$ cat src/rtl/count_direction_decoder.sv
// count_direction_decoder
//
// Monitors the output bus of an up/down counter and recovers the counting
// direction from successive samples, so downstream logic never needs the
// counter's own mode input.
//
// Each accepted sample is classified against the previous one as an UP
// step (+1), a DOWN step (-1), a HOLD (same value) or a JUMP (anything
// else, illegal). LOCK_COUNT consecutive steps in the same direction
// establish lock. Once locked, a reversal flips dir and pulses dir_change.
// A JUMP drops lock and restarts acquisition. Wrap-around steps are legal
// and are flagged separately.
//
// Ports:
//   clk        in   system clock, all logic on posedge
//   rst        in   synchronous reset, active-high (dominates in_valid)
//   in_valid   in   count_in is sampled this cycle
//   count_in   in   observed counter value [WIDTH]
//   dir        out  recovered direction, 1 = up, 0 = down (valid while locked)
//   locked     out  direction stable
//   dir_change out  one-cycle pulse: direction reversed while locked
//   wrap_up    out  one-cycle pulse: up step from all-ones to 0
//   wrap_dn    out  one-cycle pulse: down step from 0 to all-ones
//   step_err   out  one-cycle pulse: illegal step observed
//   err_count  out  saturating count of step_err events [ERR_CNT_W]
//
// All outputs are registered: the response to a sample appears the cycle
// after it is accepted.

module count_direction_decoder #(
  parameter int WIDTH      = 4,
  parameter int LOCK_COUNT = 3,
  parameter int ERR_CNT_W  = 8
) (
  input  logic                 clk,
  input  logic                 rst,
  input  logic                 in_valid,
  input  logic [WIDTH-1:0]     count_in,
  output logic                 dir,
  output logic                 locked,
  output logic                 dir_change,
  output logic                 wrap_up,
  output logic                 wrap_dn,
  output logic                 step_err,
  output logic [ERR_CNT_W-1:0] err_count
);

  localparam logic [1:0] S_IDLE = 2'd0;
  localparam logic [1:0] S_ACQ  = 2'd1;
  localparam logic [1:0] S_LOCK = 2'd2;

  localparam int               RUN_W    = $clog2(LOCK_COUNT + 1);
  localparam logic [RUN_W-1:0] RUN_LOCK = RUN_W'(LOCK_COUNT);
  localparam logic [RUN_W-1:0] RUN_ONE  = RUN_W'(1);
  localparam logic [WIDTH-1:0] ALL_ONES = '1;

  logic [1:0]       state;
  logic [WIDTH-1:0] prev;
  logic [RUN_W-1:0] run;
  logic             cand;

  logic [WIDTH-1:0] delta_p0;
  logic             step_up_p0;
  logic             step_dn_p0;
  logic             step_jump_p0;
  logic             acq_match_p0;
  logic [RUN_W-1:0] run_inc_p0;

  // Counter that sticks at all-ones instead of wrapping back to zero.
  function automatic logic [ERR_CNT_W-1:0] sat_inc(input logic [ERR_CNT_W-1:0] v);
    return (v == '1) ? v : v + 1'b1;
  endfunction

  // Stage 0: classify the incoming sample against prev (modulo 2^WIDTH).
  always_comb begin
    delta_p0     = count_in - prev;
    step_up_p0   = (delta_p0 == RUN_W'(0) + WIDTH'(1));
    step_dn_p0   = (delta_p0 == ALL_ONES);
    step_jump_p0 = !(step_up_p0 || step_dn_p0 || (delta_p0 == '0));
    // A run only continues if one is already in progress in the same
    // direction; otherwise this step starts a fresh run of length one.
    acq_match_p0 = (run != '0) && (cand == step_up_p0);
    run_inc_p0   = acq_match_p0 ? run + 1'b1 : RUN_ONE;
  end

  // Stage 1: state update and registered outputs.
  always_ff @(posedge clk) begin
    if (rst) begin
      state      <= S_IDLE;
      prev       <= '0;
      run        <= '0;
      cand       <= 1'b0;
      dir        <= 1'b0;
      locked     <= 1'b0;
      dir_change <= 1'b0;
      wrap_up    <= 1'b0;
      wrap_dn    <= 1'b0;
      step_err   <= 1'b0;
      err_count  <= '0;
    end else begin
      dir_change <= 1'b0;
      wrap_up    <= 1'b0;
      wrap_dn    <= 1'b0;
      step_err   <= 1'b0;
      if (in_valid) begin
        prev <= count_in;
        // The very first sample has no predecessor, so wraps are only
        // meaningful once a prev value has been captured.
        if (state != S_IDLE) begin
          wrap_up <= step_up_p0 && (prev == ALL_ONES);
          wrap_dn <= step_dn_p0 && (prev == '0);
        end
        case (state)
          S_IDLE: begin
            state <= S_ACQ;
            run   <= '0;
          end
          S_ACQ: begin
            if (step_jump_p0) begin
              step_err  <= 1'b1;
              err_count <= sat_inc(err_count);
              run       <= '0;
            end else if (step_up_p0 || step_dn_p0) begin
              run  <= run_inc_p0;
              cand <= step_up_p0;
              if (run_inc_p0 == RUN_LOCK) begin
                state  <= S_LOCK;
                dir    <= step_up_p0;
                locked <= 1'b1;
              end
            end
          end
          S_LOCK: begin
            if (step_jump_p0) begin
              step_err  <= 1'b1;
              err_count <= sat_inc(err_count);
              locked    <= 1'b0;
              run       <= '0;
              state     <= S_ACQ;
            end else if ((step_up_p0 || step_dn_p0) && (step_up_p0 != dir)) begin
              dir        <= step_up_p0;
              dir_change <= 1'b1;
            end
          end
          default: begin
            state <= S_IDLE;
            run   <= '0;
          end
        endcase
      end
    end
  end

endmodule

$ cat config.mk
export PLATFORM = sky130hd
export DESIGN_NAME = count_direction_decoder
export DESIGN_NICKNAME = d
export VERILOG_FILES = /design/src/rtl/count_direction_decoder.sv
export SDC_FILE = /design/constraint.sdc
export NUM_CORES = 1
export LEC_CHECK = 0
export BUFFER_PORTS_ARGS = -buffer_cell sky130_fd_sc_hd__buf_2
export CAP_MARGIN = 25
export CORE_ASPECT_RATIO = 0.6
export CORE_MARGIN = 5
export CORE_UTILIZATION = 55
export CTS_BUF_LIST = sky130_fd_sc_hd__clkbuf_2 sky130_fd_sc_hd__clkbuf_4 sky130_fd_sc_hd__clkbuf_8
export DETAILED_ROUTE_END_ITERATION = 10
export HOLD_SLACK_MARGIN = 0.03
export PLACE_DENSITY = 0.78
export SLEW_MARGIN = 20
export SYNTH_ARGS = -nofsm -noshare
export SYNTH_HDL_FRONTEND = slang
export SYNTH_SLANG_ARGS = --single-unit
$ cat constraint.sdc
create_clock -name clk -period 3.5 [get_ports clk]
set_input_delay 0.7 -clock clk [delete_from_list [all_inputs] [get_ports clk]]
set_output_delay 0.7 -clock clk [all_outputs]
set_load 0.03 [all_outputs]
-- Yosys cells after proc, flatten, opt, wreduce, memory -nomap -nowiden
Index checks and enable logic that the tools add are counted.
- bits in registers: 23
- word-level logic and storage cells: 81
- $add $sub $neg: 3
- equal/unequal tests: 16
- multiplexer cells: 23
- bitwise logic cells: 6
- reductions and logical operators: 22
- operators by type and width (cell ; count):
    $mux W2 ; 8
    $ne A2 B2 Y1 const B ; 6
    $mux W1 ; 11
    $add A8 B1 Y8 const B ; 1
    $eq A4 B4 Y1 const B ; 2
    $eq A8 B8 Y1 const B ; 1
    $logic_not A4 Y1 ; 2
    $reduce_and A4 Y1 ; 2
    $reduce_and A7 Y1 ; 1
    $not A1 Y1 ; 6
    $pmux W2 S3 ; 1
    $reduce_and A6 Y1 ; 1
    $reduce_bool A2 Y1 ; 3
    $reduce_or A3 Y1 ; 2
    $reduce_and A5 Y1 ; 1
    $eq A2 B2 Y1 const B ; 2
    $eq A4 B1 Y1 const B ; 1
    $logic_and A1 B1 Y1 ; 4
    $pmux W1 S2 ; 2
    $pmux W2 S2 ; 1
    $reduce_or A4 Y1 ; 1
    $sub A4 B4 Y4 ; 1
    $ne A3 B3 Y1 const B ; 1
    $reduce_and A3 Y1 ; 1
    7 further kinds ; 8

-- Logic depth before layout (Yosys ltp)
Gate-level depths: netlist of the first run.
- depth after elaboration: 10
- depth in mapped cells: 13
- gate-level depth less buffers: 11

-- Worst setup path before layout of the first run
Ideal clock, no wire load.
- kind: input-to-reg
- start point: input port count_in[0]
- end point: register err_count[5]
- setup time: 0.128 ns
- arrival: 2.997 ns
- slack: 0.375 ns
- stages: 13
- path buffers: 2
- path through: inv_1 > ha_1 > inv_1 > fa_1 > xor2_1 > and3b_1 > and3_1 > buf_6 > or3_1 > buf_6 > nor4_1 > xnor2_1 > nor2_1
- longest elaborated chain between the ends: 6
- elaborated cells on any way between the ends: 8
- those cells by class: add/sub (1); eq/ne (2); bitwise (1); reduce/logical (4)
- RTL lines (element ; RTL line ; text):
    from (decl) ; 38 ; input logic [WIDTH-1:0] count_in,
    $sub A4 B4 Y4 * ; 76 ; delta_p0 = count_in - prev;
    $eq A4 B1 Y1 / $eq A4 B4 Y1 (equally long branches) ; 77, 78 ;
    $logic_or A1 B1 Y1 ; 79 ; step_jump_p0 = !(step_up_p0 || step_dn_p0 || (delta_p0 == '0));
    $logic_or A1 B1 Y1 * ; 79 ;
    $not A1 Y1 (no line) * ; -- ;
    $reduce_and A4 Y1 (no line) * ; -- ;
    to (signal assigned) ; 121 ; err_count <= sat_inc(err_count);
    to (signal assigned) ; 136 ; err_count <= sat_inc(err_count);
    to (decl) ; 45 ; output logic [ERR_CNT_W-1:0] err_count
Every way passes the cells marked *; elsewhere a longest branch is shown, timed or not.
A chain may end at the register's enable or synchronous reset.

-- Final worst setup path of the first run
Ends and elaborated chain as after synthesis.

==> summary.md, run 1 <==
| Metric | Value |
|---|---|
| Critical path data arrival time | around 3400 ps |
| Worst skew pair latency | 260 ps |
| Cell total after placement | 194 |
| Count of final hold-check violations | 0 |
| Maximum vdd drop | ~0.28 mV |
| Worst setup path class | in2reg |
| Status | finished, final reports clean |
| Number of flops mapped to enable cells by yosys | 0 |
| Std cell rows | 13 |
| Tightest Hold Check Type | reg2reg |
| Total die area | 0.00354 sq mm |
| Vias in the first global route | 999 |
| Adder and majority gate portion of the synthesized area | 9.93% |
| Router iterations before antenna repair | 4 |
| Count of placed standard cells in the final layout, fillers left out | 198 |
| Cell type contributing the most total cell area after synthesis | sky130_fd_sc_hd__dfxtp_1 |
| Initial Util | 59.5% |
| GR Overflow Total | 0 |
| Smallest hold slack | ~480 ps |
| Vias per Instance | 5.54 |
| Data required time at the worst endpoint | 3640 ps |
| Synth Area in Compound Gates | about 14% |
| Worst setup slack after layout | 245 ps |
| Routed WL | approximately 3000 microns |
| Critical path fanouts, max | 10 |
| Area of the core region | 0.00224 sq mm |
| Number of antenna violations at the first check in global routing | 0 |
| Main flop type after synthesis | sky130_fd_sc_hd__dfxtp_1 |
| Ratio of cells with drive above 1 in the final layout | 20.8% |
| HPWL Detailed | 2300 microns |
| Final period util | 93.0% |
| Overall Global Routing Usage | a little under a fifth |
| Die height | approximately 48 microns |
| Number of warnings reported in the yosys synthesis log | 0 |
| Setup fix buffers added after clock tree synthesis | 0 |
| Worst Setup End Kind | flop |
| Top delay family on crit path | simple AND/OR/NAND/NOR gates |
| Via count | 1097 |
| Mapped Area | 0.00134 sq mm |
| Relative slew slack | 59.9% |
| Timing-limited maximum frequency | 307 MHz |
| Final nets | approximately 190 |
| Per-cell routed wire length | 15.0 microns |
| Die Span X | between 70 and 80 microns |
| Number of synthesized register bits | 23 |
| RSZ-0062 raised after global routing | no |
| Clock-pin slew reported for the worst setup and hold paths after clock tree synthesis | 80 ps |
| Largest net degree at the start of global routing | 24 |
| Crit-path slowest cell | sky130_fd_sc_hd__or3_1 |
| Gate Count Post-Synth | about 150 |
| Leakage Power | 0.614 nW |
| Largest family of logic cells by synthesized area | simple AND/OR/NAND/NOR gates |
| GP Congestion | between 0.8 and 0.9 |
| Maxcap violations | 0 |
| Area share of the largest cell type after synthesis | 34.5% |
| Peak per-stage delay on the critical path | 580 ps |
| Deepest level of the CTS H-tree | 1 |
| Final number of max-transition violations | 0 |
| Highest-count cells in the layout ignoring fill and taps | sky130_fd_sc_hd__dfxtp_1, sky130_fd_sc_hd__buf_2, sky130_fd_sc_hd__nor2_1, sky130_fd_sc_hd__nand2_1 |
| Detailed router's first-iteration violation count | 70 |
| Slew at the pin closest to its max-slew limit | 600 ps |
| Final count of negative-setup-slack endpoints | 0 |
| Sink count of the clock tree | 23 |
| Root buffer cell | sky130_fd_sc_hd__clkbuf_8 |
| Cell-by-cell listing of the critical path | buf_2 -> inv_1 -> ha_1 -> inv_1 -> fa_1 -> xor2_1 -> and3b_1 -> and3_1 -> or3_1 -> nor4_1 -> xnor2_1 -> nor2_1 |
| Time the worst path needs with I/O delays and setup | 3260 ps |
| I/O pin count | 21 |
| Synthesis-to-finish area growth | 12.8% |
| Power density over the cells | 365 mW/mm^2 |
| Number of buffers added by the clock tree synthesis step | 3 |
| DRC Markers | 0 |
| Synthesized netlist net count | roughly 160 |
| Clock tree from TritonCTS | built |
| Post-Synth Simple-Gate Area | 25.1% |
| Asr flop ratio synth | 0% |
| Synth unique cells | 39 |
| Number of resized instances in the post-cts repair step | 0 |
| Startpoint Class | input pin |
| Count of input and output buffers | 20 |
| Leading post-synthesis cells by cell area | sky130_fd_sc_hd__dfxtp_1, sky130_fd_sc_hd__ha_1, sky130_fd_sc_hd__nor2_1 |
| Clock buffer depth | 2 |
| Max Clock Skew | 2.55 ps |
| Post-placement worst setup slack | -0.685 ps |
| Syn_area_per_cell | 9.08 sq um |
| Number of nets still failing antenna checks after routing | 0 |
| Share of synthesized area occupied by flip-flops and latches | roughly a third |
| Synth Area in XOR/XNOR | under 10% |
| Most used cell along the critical path | sky130_fd_sc_hd__inv_1 |
| Most frequent standard cell in the layout excluding fill and tap cells | sky130_fd_sc_hd__dfxtp_1 |
| Mux share of post-synthesis cell area | between 3 and 4% |
| Hold-fix buffer count after cts | 0 |
| Wire length of the first global-routing pass | 4770 microns |
| Antenna diode count | 0 |
| Total buffers and inverters traversed by the critical path | 3 |
==> worst reg2reg max path: stages (launching register included) <==
cell and delay [ps]:
sky130_fd_sc_hd__dfxtp_1 410, sky130_fd_sc_hd__ha_1 190, sky130_fd_sc_hd__inv_1 60, sky130_fd_sc_hd__fa_1 380
sky130_fd_sc_hd__xor2_1 220, sky130_fd_sc_hd__and3b_1 200, sky130_fd_sc_hd__and3_1 270, sky130_fd_sc_hd__or3_1 580
sky130_fd_sc_hd__nor4_1 450, sky130_fd_sc_hd__xnor2_1 170, sky130_fd_sc_hd__nor2_1 50
==> synth_stat cells, types with 2 or more instances <==
cell type,n
sky130_fd_sc_hd__ha_1,9
sky130_fd_sc_hd__nand3_1,6
sky130_fd_sc_hd__and3_1,3
sky130_fd_sc_hd__o21ai_0,5
sky130_fd_sc_hd__mux2i_1,5
sky130_fd_sc_hd__and3b_1,2
sky130_fd_sc_hd__nor2_1,19
sky130_fd_sc_hd__nor3_1,4
sky130_fd_sc_hd__clkbuf_1,4
sky130_fd_sc_hd__xnor2_1,8
sky130_fd_sc_hd__a21oi_1,4
sky130_fd_sc_hd__nor3b_1,2
sky130_fd_sc_hd__nand2_1,12
sky130_fd_sc_hd__dfxtp_1,23
sky130_fd_sc_hd__buf_6,2
sky130_fd_sc_hd__nand2b_1,2
sky130_fd_sc_hd__nor4_1,4
sky130_fd_sc_hd__inv_1,9
sky130_fd_sc_hd__a211oi_1,2
sky130_fd_sc_hd__a211o_1,3
==> power breakdown <==
group          total [mW]  switching [mW]  internal (mW)
Clock               0.170          0.0811         0.0889
Combinational       0.103          0.0648         0.0386
Sequential          0.276         0.00704          0.269
Total               0.549           0.153          0.396
==> per-layer routing <==
layer	GRT usage, %	routed length [microns]	up-vias	share of wire [%]
li1	-	-	556	-
met1	26.0	1360	490	46
met2	28.2	1310	47	44
met3	5.35	271	4	9.1
met4	3.97	23	0	0.78
met5	0	0	-	0
==> stage by stage <==
step	cell area, sq um	power [mW]	TNS, ps	util (%)
after global placement	1460	0.378	0	64.9
after floorplan	1340	0.360	0	-
after detailed placement	1460	0.383	-0.685	64.9
after CTS	1510	0.553	0	67.1
final	1510	0.549	0	67.1
after global routing	1510	0.578	0	67.1
==> state kept, by name, summed over array words and instances, names as in the netlist <==
name / flops
wrap_dn: 1
err_count: 8
state: 2
dir_change: 1
cand: 1
step_err: 1
run: 2
locked: 1
wrap_up: 1
prev: 4
dir: 1
==> layout make-up <==
| type | count | area, sq um |
|---|---|---|
| clock buffer | 4 | 48.8 |
| timing repair buffer | 23 | 123 |
| multi-input combinational | 109 | 803 |
| tap | 30 | 37.5 |
| sequential | 23 | 460 |
| inverter | 9 | 33.8 |
| fill | 176 | 738 |
==> cells by family after synthesis <==
| family | after synthesis |
|---|---|
| adders and majority gates | 10 |
| DFF | 23 |
| xor gates and xnor gates | 10 |
| buffers and inverters | 15 |
| AOI/OAI and AO/OA | 21 |
| and+or+nand+nor | 63 |
| muxes | 5 |
==> path summary, 6_finish.rpt <==
check | start | slack, ps | depth (start not counted) | end
setup / recovery | count_in[0] | 240 | 12 | err_count[5]$_SDFFE_PP0P_
hold reg to reg | run[1]$_SDFFE_PP0P_ | 480 | 2 | run[1]$_SDFFE_PP0P_
hold / removal | run[1]$_SDFFE_PP0P_ | 480 | 2 | run[1]$_SDFFE_PP0P_
setup reg to reg | prev[0]$_SDFFE_PP0P_ | 390 | 10 | err_count[5]$_SDFFE_PP0P_
Power figures use the tool's default switching activity.
==> run 2, diff against run 1 <==
--- a/config.mk
+++ b/config.mk
@@ -14,6 +14,7 @@
 export DETAILED_ROUTE_END_ITERATION = 10
 export HOLD_SLACK_MARGIN = 0.03
 export PLACE_DENSITY = 0.78
+export REMOVE_ABC_BUFFERS = 1
 export SLEW_MARGIN = 20
 export SYNTH_ARGS = -nofsm -noshare
 export SYNTH_HDL_FRONTEND = slang
==> run 2 against run 1 <==
Against the previous run: cell count is 0.51% lower; highest routed layer unchanged; global-route usage is 0.29 points lower; non-clock buffer count is 1 lower.
==> summary.md, run 2 (synthesis gave the netlist of run 1 again) <==
| Metric | Value |
|---|---|
| Status | finished, final reports clean |
| Largest net degree at the start of global routing | 24 |
| Deepest level of the CTS H-tree | 1 |
| Leakage Power | 0.610 nW |
| Crit-path slowest cell | sky130_fd_sc_hd__or3_1 |
| Data required time at the worst endpoint | ~3600 ps |
| GR Overflow Total | 0 |
| Timing-limited maximum frequency | between 300 and 400 MHz |
| Number of buffers added by the clock tree synthesis step | 3 |
| Combinational cell fraction of total power | 18.6% |
| Wire length of the first global-routing pass | roughly 4900 microns |
| Time the worst path needs with I/O delays and setup | 3160 ps |
| Antenna diode count | 0 |
| Fin Setup TNS | 0 ps |
| Per-cell routed wire length | roughly 15 microns |
| Vias per Instance | 5.62 |
| Maxcap violations | 0 |
| Setup fix buffers added after clock tree synthesis | 0 |
| Switching power total | 0.152 mW |
| Met3 routing resource usage after global routing | 4.53% |
| Sink count of the clock tree | 23 |
| Clock buffer depth | 2 |
| Number of nets still failing antenna checks after routing | 0 |
| Fraction of met1 tracks used by global routing | 24.1% |
| Clock-pin slew reported for the worst setup and hold paths after clock tree synthesis | roughly 80 ps |
| Std cell rows | 13 |
| RSZ-0062 raised after global routing | no |
| DRC Markers | 0 |
| Total Power | 0.547 mW |
| Max Clock Skew | 8.16 ps |
| Overall Global Routing Usage | 18.1% |
| Area taken by multi-input logic gates | 803 sq um |
| Relative slew slack | 62.3% |
| GP Congestion | 0.811 |
| Via count | 1108 |
| Final nets | 185 |
| Fraction of met2 tracks used by global routing | between 30% and 40% |
| Peak per-stage delay on the critical path | approximately 560 ps |
| Top Usage Layer GRT | met2 |
| Critical path fanouts, max | 10 |
| Detailed router's first-iteration violation count | 76 |
| Vias in the first global route | 1085 |
| Switching power share of the total | between 20% and 30% |
| HPWL Detailed | 2270 microns |
| Area of the core region | 0.00224 sq mm |
| Startpoint Class | input pin |
| Largest register by flop count | err_count |
| Die Span X | about 74 microns |
| Worst Setup End Kind | flop |
| Reg area | 460 sq um |
| Ratio of cells with drive above 1 in the final layout | 20.4% |
| Final count of negative-setup-slack endpoints | 0 |
| Most used cell along the critical path | sky130_fd_sc_hd__inv_1 |
| Power density over the cells | 365 mW/mm^2 |
| Tightest Hold Check Type | reg2reg |
| Final number of max-transition violations | 0 |
| Number of antenna violations at the first check in global routing | 0 |
| Router iterations before antenna repair | 4 |
| Maximum vdd drop | between 0.15 and 0.2 mV |
| Clock tree from TritonCTS | built |
| Fill cell instance count of the final layout | between 200 and 250 |
| Number of flip-flops in the largest register | 8 |
| Final period util | 90.3% |
| Initial Util | around three fifths |
| Largest registers ranked by flip-flop count | err_count: 8 flops, prev: 4 flops |
| Hold-fix buffer count after cts | 0 |
| Slew at the pin closest to its max-slew limit | 564 ps |
| Synthesis-to-finish area growth | 12.3% |
| I/O pin count | 21 |
| Smallest hold slack | 460 ps |
| Count of final hold-check violations | 0 |
| Highest-count cells in the layout ignoring fill and taps | sky130_fd_sc_hd__dfxtp_1, sky130_fd_sc_hd__buf_2, sky130_fd_sc_hd__nor2_1, sky130_fd_sc_hd__nand2_1 |
| Routed WL | 2880 microns |
| Cell-by-cell listing of the critical path | buf_2 -> inv_1 -> ha_1 -> inv_1 -> fa_1 -> xor2_1 -> and3b_1 -> and3_1 -> or3_1 -> nor4_1 -> xnor2_1 -> nor2_1 |
| Sequential power share | 50.2% |
| Number of resized instances in the post-cts repair step | 0 |
| Design internal power | 0.395 mW |
| Total die area | approximately 0.0035 sq mm |
| Portion of total power attributed to the clock network | 31.2% |
| Count of input and output buffers | 20 |
| Most frequent standard cell in the layout excluding fill and tap cells | sky130_fd_sc_hd__dfxtp_1 |
| Die height | 48.2 microns |
| Worst setup path class | in2reg |
| Worst skew pair latency | 270 ps |
| Critical path data arrival time | 3300 ps |
| Root buffer cell | sky130_fd_sc_hd__clkbuf_8 |
-- run 2: cell count changes in the layout (fill, tap and decap cells not counted), sizes merged --
cell | before | now
buf | 23 | 22
-- run 2: final timing paths --
check | start | to | slack [ps] | depth (start not counted)
setup / recovery | count_in[0] | err_count[7]$_SDFFE_PP0P_ | 340 | 12
hold / removal | run[1]$_SDFFE_PP0P_ | run[1]$_SDFFE_PP0P_ | 460 | 2
setup reg to reg | prev[2]$_SDFFE_PP0P_ | state[0]$_SDFFE_PP0P_ | 500 | 9
hold reg to reg | run[1]$_SDFFE_PP0P_ | run[1]$_SDFFE_PP0P_ | 460 | 2
-- run 2: final cells by class --
| type | instances | share of cell area (%) |
|---|---|---|
| multi-input combinational | 109 | 53.6 |
| clock buffer | 4 | 3.26 |
| tap | 30 | 2.50 |
| sequential | 23 | 30.7 |
| inverter | 9 | 2.25 |
| timing repair buffer | 22 | 7.68 |
-- run 2: stage by stage --
step	std cells	util (%)	setup slack (ps)	area (sq um)
CTS	197	66.8	335	1500
global placement	193	64.6	168	1450
global route	197	66.8	147	1500
finish	197	66.8	338	1500
floorplan	141	-	378	1300
detailed placement	193	64.6	55.0	1450
-- run 2: metal layers --
| layer | part of all wire, % | vias to the layer above |
|---|---|---|
| li1 | - | 555 |
| met1 | 47 | 509 |
| met2 | 46 | 40 |
| met3 | 6.2 | 4 |
| met4 | 0.66 | 0 |
| met5 | 0 | - |
-- run 2: power groups by stage --
stage               combinational [mW]  sequential, mW  clock, mW
finish                           0.102           0.275      0.171
global route                     0.113           0.276      0.185
CTS                              0.101           0.275      0.174
detailed placement               0.101           0.281          0
global placement                0.0959           0.281          0
floorplan                       0.0664           0.285          0
-- run 2: worst max-delay path: cells and delay by family --
| kind | cells | cell delay (ps) |
|---|---|---|
| xor gates and xnor gates | 2 | 380 |
| buffers and inverters | 3 | 210 |
| and+or+nand+nor | 5 | 1480 |
| adders and majority gates | 2 | 530 |
==> run 3, diff against run 2 <==
--- a/config.mk
+++ b/config.mk
@@ -13,7 +13,7 @@
 export CTS_BUF_LIST = sky130_fd_sc_hd__clkbuf_2 sky130_fd_sc_hd__clkbuf_4 sky130_fd_sc_hd__clkbuf_8
 export DETAILED_ROUTE_END_ITERATION = 10
 export HOLD_SLACK_MARGIN = 0.03
-export PLACE_DENSITY = 0.78
+export PLACE_DENSITY = 0.85
 export REMOVE_ABC_BUFFERS = 1
 export SLEW_MARGIN = 20
 export SYNTH_ARGS = -nofsm -noshare
==> run 3 against run 2 <==
Against the previous run: non-clock buffer count did not move; cell area fell by 0.17%; first-iteration DRC count is 50% lower; combinational power barely moved; sequential share of layout area up 0.051 points; clock-buffer cell count down 1; routed wire length increased by 2.3%; register-to-register slack got worse by 100 ps; critical path depth down 3; worst setup slack worse by 59 ps.
==> summary.md, run 3 (synthesis gave the netlist of run 1 again) <==
| Metric | Value |
|---|---|
| Fill cell instance count of the final layout | 185 |
| Number of nets still failing antenna checks after routing | 0 |
| Ratio of cells with drive above 1 in the final layout | between 20 and 25% |
| Fin Setup TNS | 0 ps |
| Worst Setup End Kind | flop |
| Worst skew pair latency | 260 ps |
| Status | finished, final reports clean |
| Std cell rows | 13 |
| Count of final hold-check violations | 0 |
| Final nets | about 190 |
| Final period util | 92.0% |
| Overall Global Routing Usage | between 10% and 20% |
| Maximum vdd drop | ~0.32 mV |
| Most frequent standard cell in the layout excluding fill and tap cells | sky130_fd_sc_hd__dfxtp_1 |
| Switching power share of the total | between 20% and 30% |
| Number of flip-flops in the largest register | 8 |
| Data required time at the worst endpoint | approximately 3700 ps |
| Routed WL | 2950 microns |
| Largest registers ranked by flip-flop count | err_count: 8 flops, prev: 4 flops |
| Root buffer cell | sky130_fd_sc_hd__clkbuf_8 |
| Source of the critical timing path | count_in[2] |
| Setup fix buffers added after clock tree synthesis | 0 |
| Number of antenna violations at the first check in global routing | 0 |
| Critical path data arrival time | 3390 ps |
| HPWL Detailed | 2360 microns |
| Die height | 48.2 microns |
| Portion of total power attributed to the clock network | just over 30% |
| FF-to-FF End | state[0]$_SDFFE_PP0P_ |
| Total die area | 0.00354 sq mm |
| Detailed router's first-iteration violation count | 38 |
| Antenna diode count | 0 |
| Largest register by flop count | err_count |
| Slew at the pin closest to its max-slew limit | 528 ps |
| Leakage Power | 0.609 nW |
| RSZ-0062 raised after global routing | no |
| Startpoint Class | input pin |
| Sequential power share | 50.9% |
| Final number of max-transition violations | 0 |
| Largest net degree at the start of global routing | 24 |
| DRC Markers | 0 |
| GR Overflow Total | 0 |
| Tightest Hold Check Type | reg2reg |
| Critical path fanouts, max | 5 |
| Time the worst path needs with I/O delays and setup | 3220 ps |
| Maxcap violations | 0 |
| Deepest level of the CTS H-tree | 1 |
| Timing-limited maximum frequency | 310 MHz |
| Router iterations before antenna repair | 4 |
| Switching power total | approximately 0.15 mW |
| Per-cell routed wire length | 15.0 microns |
| Worst setup path class | in2reg |
| Clock buffer depth | 2 |
| Max Clock Skew | just under 5 ps |
| Count of input and output buffers | 20 |
| Clock tree from TritonCTS | built |
| Wire length of the first global-routing pass | between 4000 and 5000 microns |
| Number of resized instances in the post-cts repair step | 0 |
| Hold-fix buffer count after cts | 0 |
| Origin of the critical flop-to-flop path | prev[2]$_SDFFE_PP0P_ |
| Die Span X | 73.6 microns |
| Reg2reg setup slack | ~400 ps |
| Vias per Instance | 5.64 |
| I/O pin count | 21 |
| Highest-count cells in the layout ignoring fill and taps | sky130_fd_sc_hd__dfxtp_1, sky130_fd_sc_hd__buf_2, sky130_fd_sc_hd__nor2_1, sky130_fd_sc_hd__nand2_1 |
| Sink count of the clock tree | 23 |
| Via count | about 1100 |
| Final count of negative-setup-slack endpoints | 0 |
| GP Congestion | about 0.86 |
| Worst setup path end | state[0]$_SDFFE_PP0P_ |
| Combinational cell fraction of total power | 18.8% |
| Smallest hold slack | ~470 ps |
| Vias in the first global route | 1076 |
| Worst-case reg-to-reg path depth | 9 |
| Initial Util | 59.5% |
| Clock-pin slew reported for the worst setup and hold paths after clock tree synthesis | 80 ps |
| Final standard cell utilization of the core | between 60% and 70% |
| Number of buffers added by the clock tree synthesis step | 3 |
| Area of the core region | 0.00224 sq mm |
| Synthesis-to-finish area growth | 12.1% |
| Relative slew slack | 64.4% |
| Design internal power | 0.386 mW |
| Power density over the cells | around 360 mW/mm^2 |
-- run 3: cell types whose count changed in the layout (fill, tap and decap cells not counted), sizes merged --
cell    change
clkbuf      -1
clkinv      +1
-- run 3: worst min path at each step --
stage / end / depth (start not counted) / slack [ps] / startpoint
2_1_floorplan: run[1]$_SDFFE_PP0P_ / 2 / 430 / run[1]$_SDFFE_PP0P_
3_3_place_gp: run[1]$_SDFFE_PP0P_ / 2 / 450 / run[1]$_SDFFE_PP0P_
3_5_place_dp: run[1]$_SDFFE_PP0P_ / 2 / 460 / run[1]$_SDFFE_PP0P_
4_1_cts: run[1]$_SDFFE_PP0P_ / 2 / 470 / run[1]$_SDFFE_PP0P_
5_1_grt: run[1]$_SDFFE_PP0P_ / 2 / 520 / run[1]$_SDFFE_PP0P_
6_report: run[1]$_SDFFE_PP0P_ / 2 / 470 / run[1]$_SDFFE_PP0P_
-- run 3: layout make-up --
cell class | instances | area, sq um | share of cell area, %
Sequential cell | 23 | 460 | 30.8
Tap cell | 30 | 37.5 | 2.51
Inverter | 9 | 33.8 | 2.26
Clock inverter | 1 | 5.00 | 0.334
Timing Repair Buffer | 22 | 115 | 7.69
Multi-Input combinational cell | 109 | 803 | 53.7
Clock buffer | 3 | 41.3 | 2.76
-- run 3: power by group through the flow --
stage	logic, mW	clock network [mW]	registers [mW]
after floorplan	0.0664	0	0.285
after global placement	0.0957	0	0.281
after detailed placement	0.0999	0	0.281
after CTS	0.101	0.168	0.275
after global routing	0.112	0.180	0.276
final	0.102	0.163	0.275
-- run 3: metrics by stage --
stage	setup WS, ps	power [mW]	area [sq um]	instances
floorplan	378	0.352	1300	141
global placement	119	0.376	1450	193
detailed placement	31.4	0.381	1450	193
CTS	304	0.543	1500	197
global route	73.2	0.568	1500	197
finish	279	0.540	1500	197
-- run 3: per-layer routing --
layer	track usage (%)	vias to the layer above	part of all wire [%]
met2	30.6	29	46
met4	6.14	0	1.2
met5	0	-	0
met1	23.8	528	47
li1	-	550	-
met3	5.56	4	5.3
-- run 3: critical path, stage by stage --
cell and delay (ps):
sky130_fd_sc_hd__buf_2 110, sky130_fd_sc_hd__ha_1 330, sky130_fd_sc_hd__and3b_1 190, sky130_fd_sc_hd__or3_4 410, sky130_fd_sc_hd__a2111oi_4 560, sky130_fd_sc_hd__xor2_2 200, sky130_fd_sc_hd__o41ai_4 500, sky130_fd_sc_hd__nand2_1 120
sky130_fd_sc_hd__o41ai_2 270
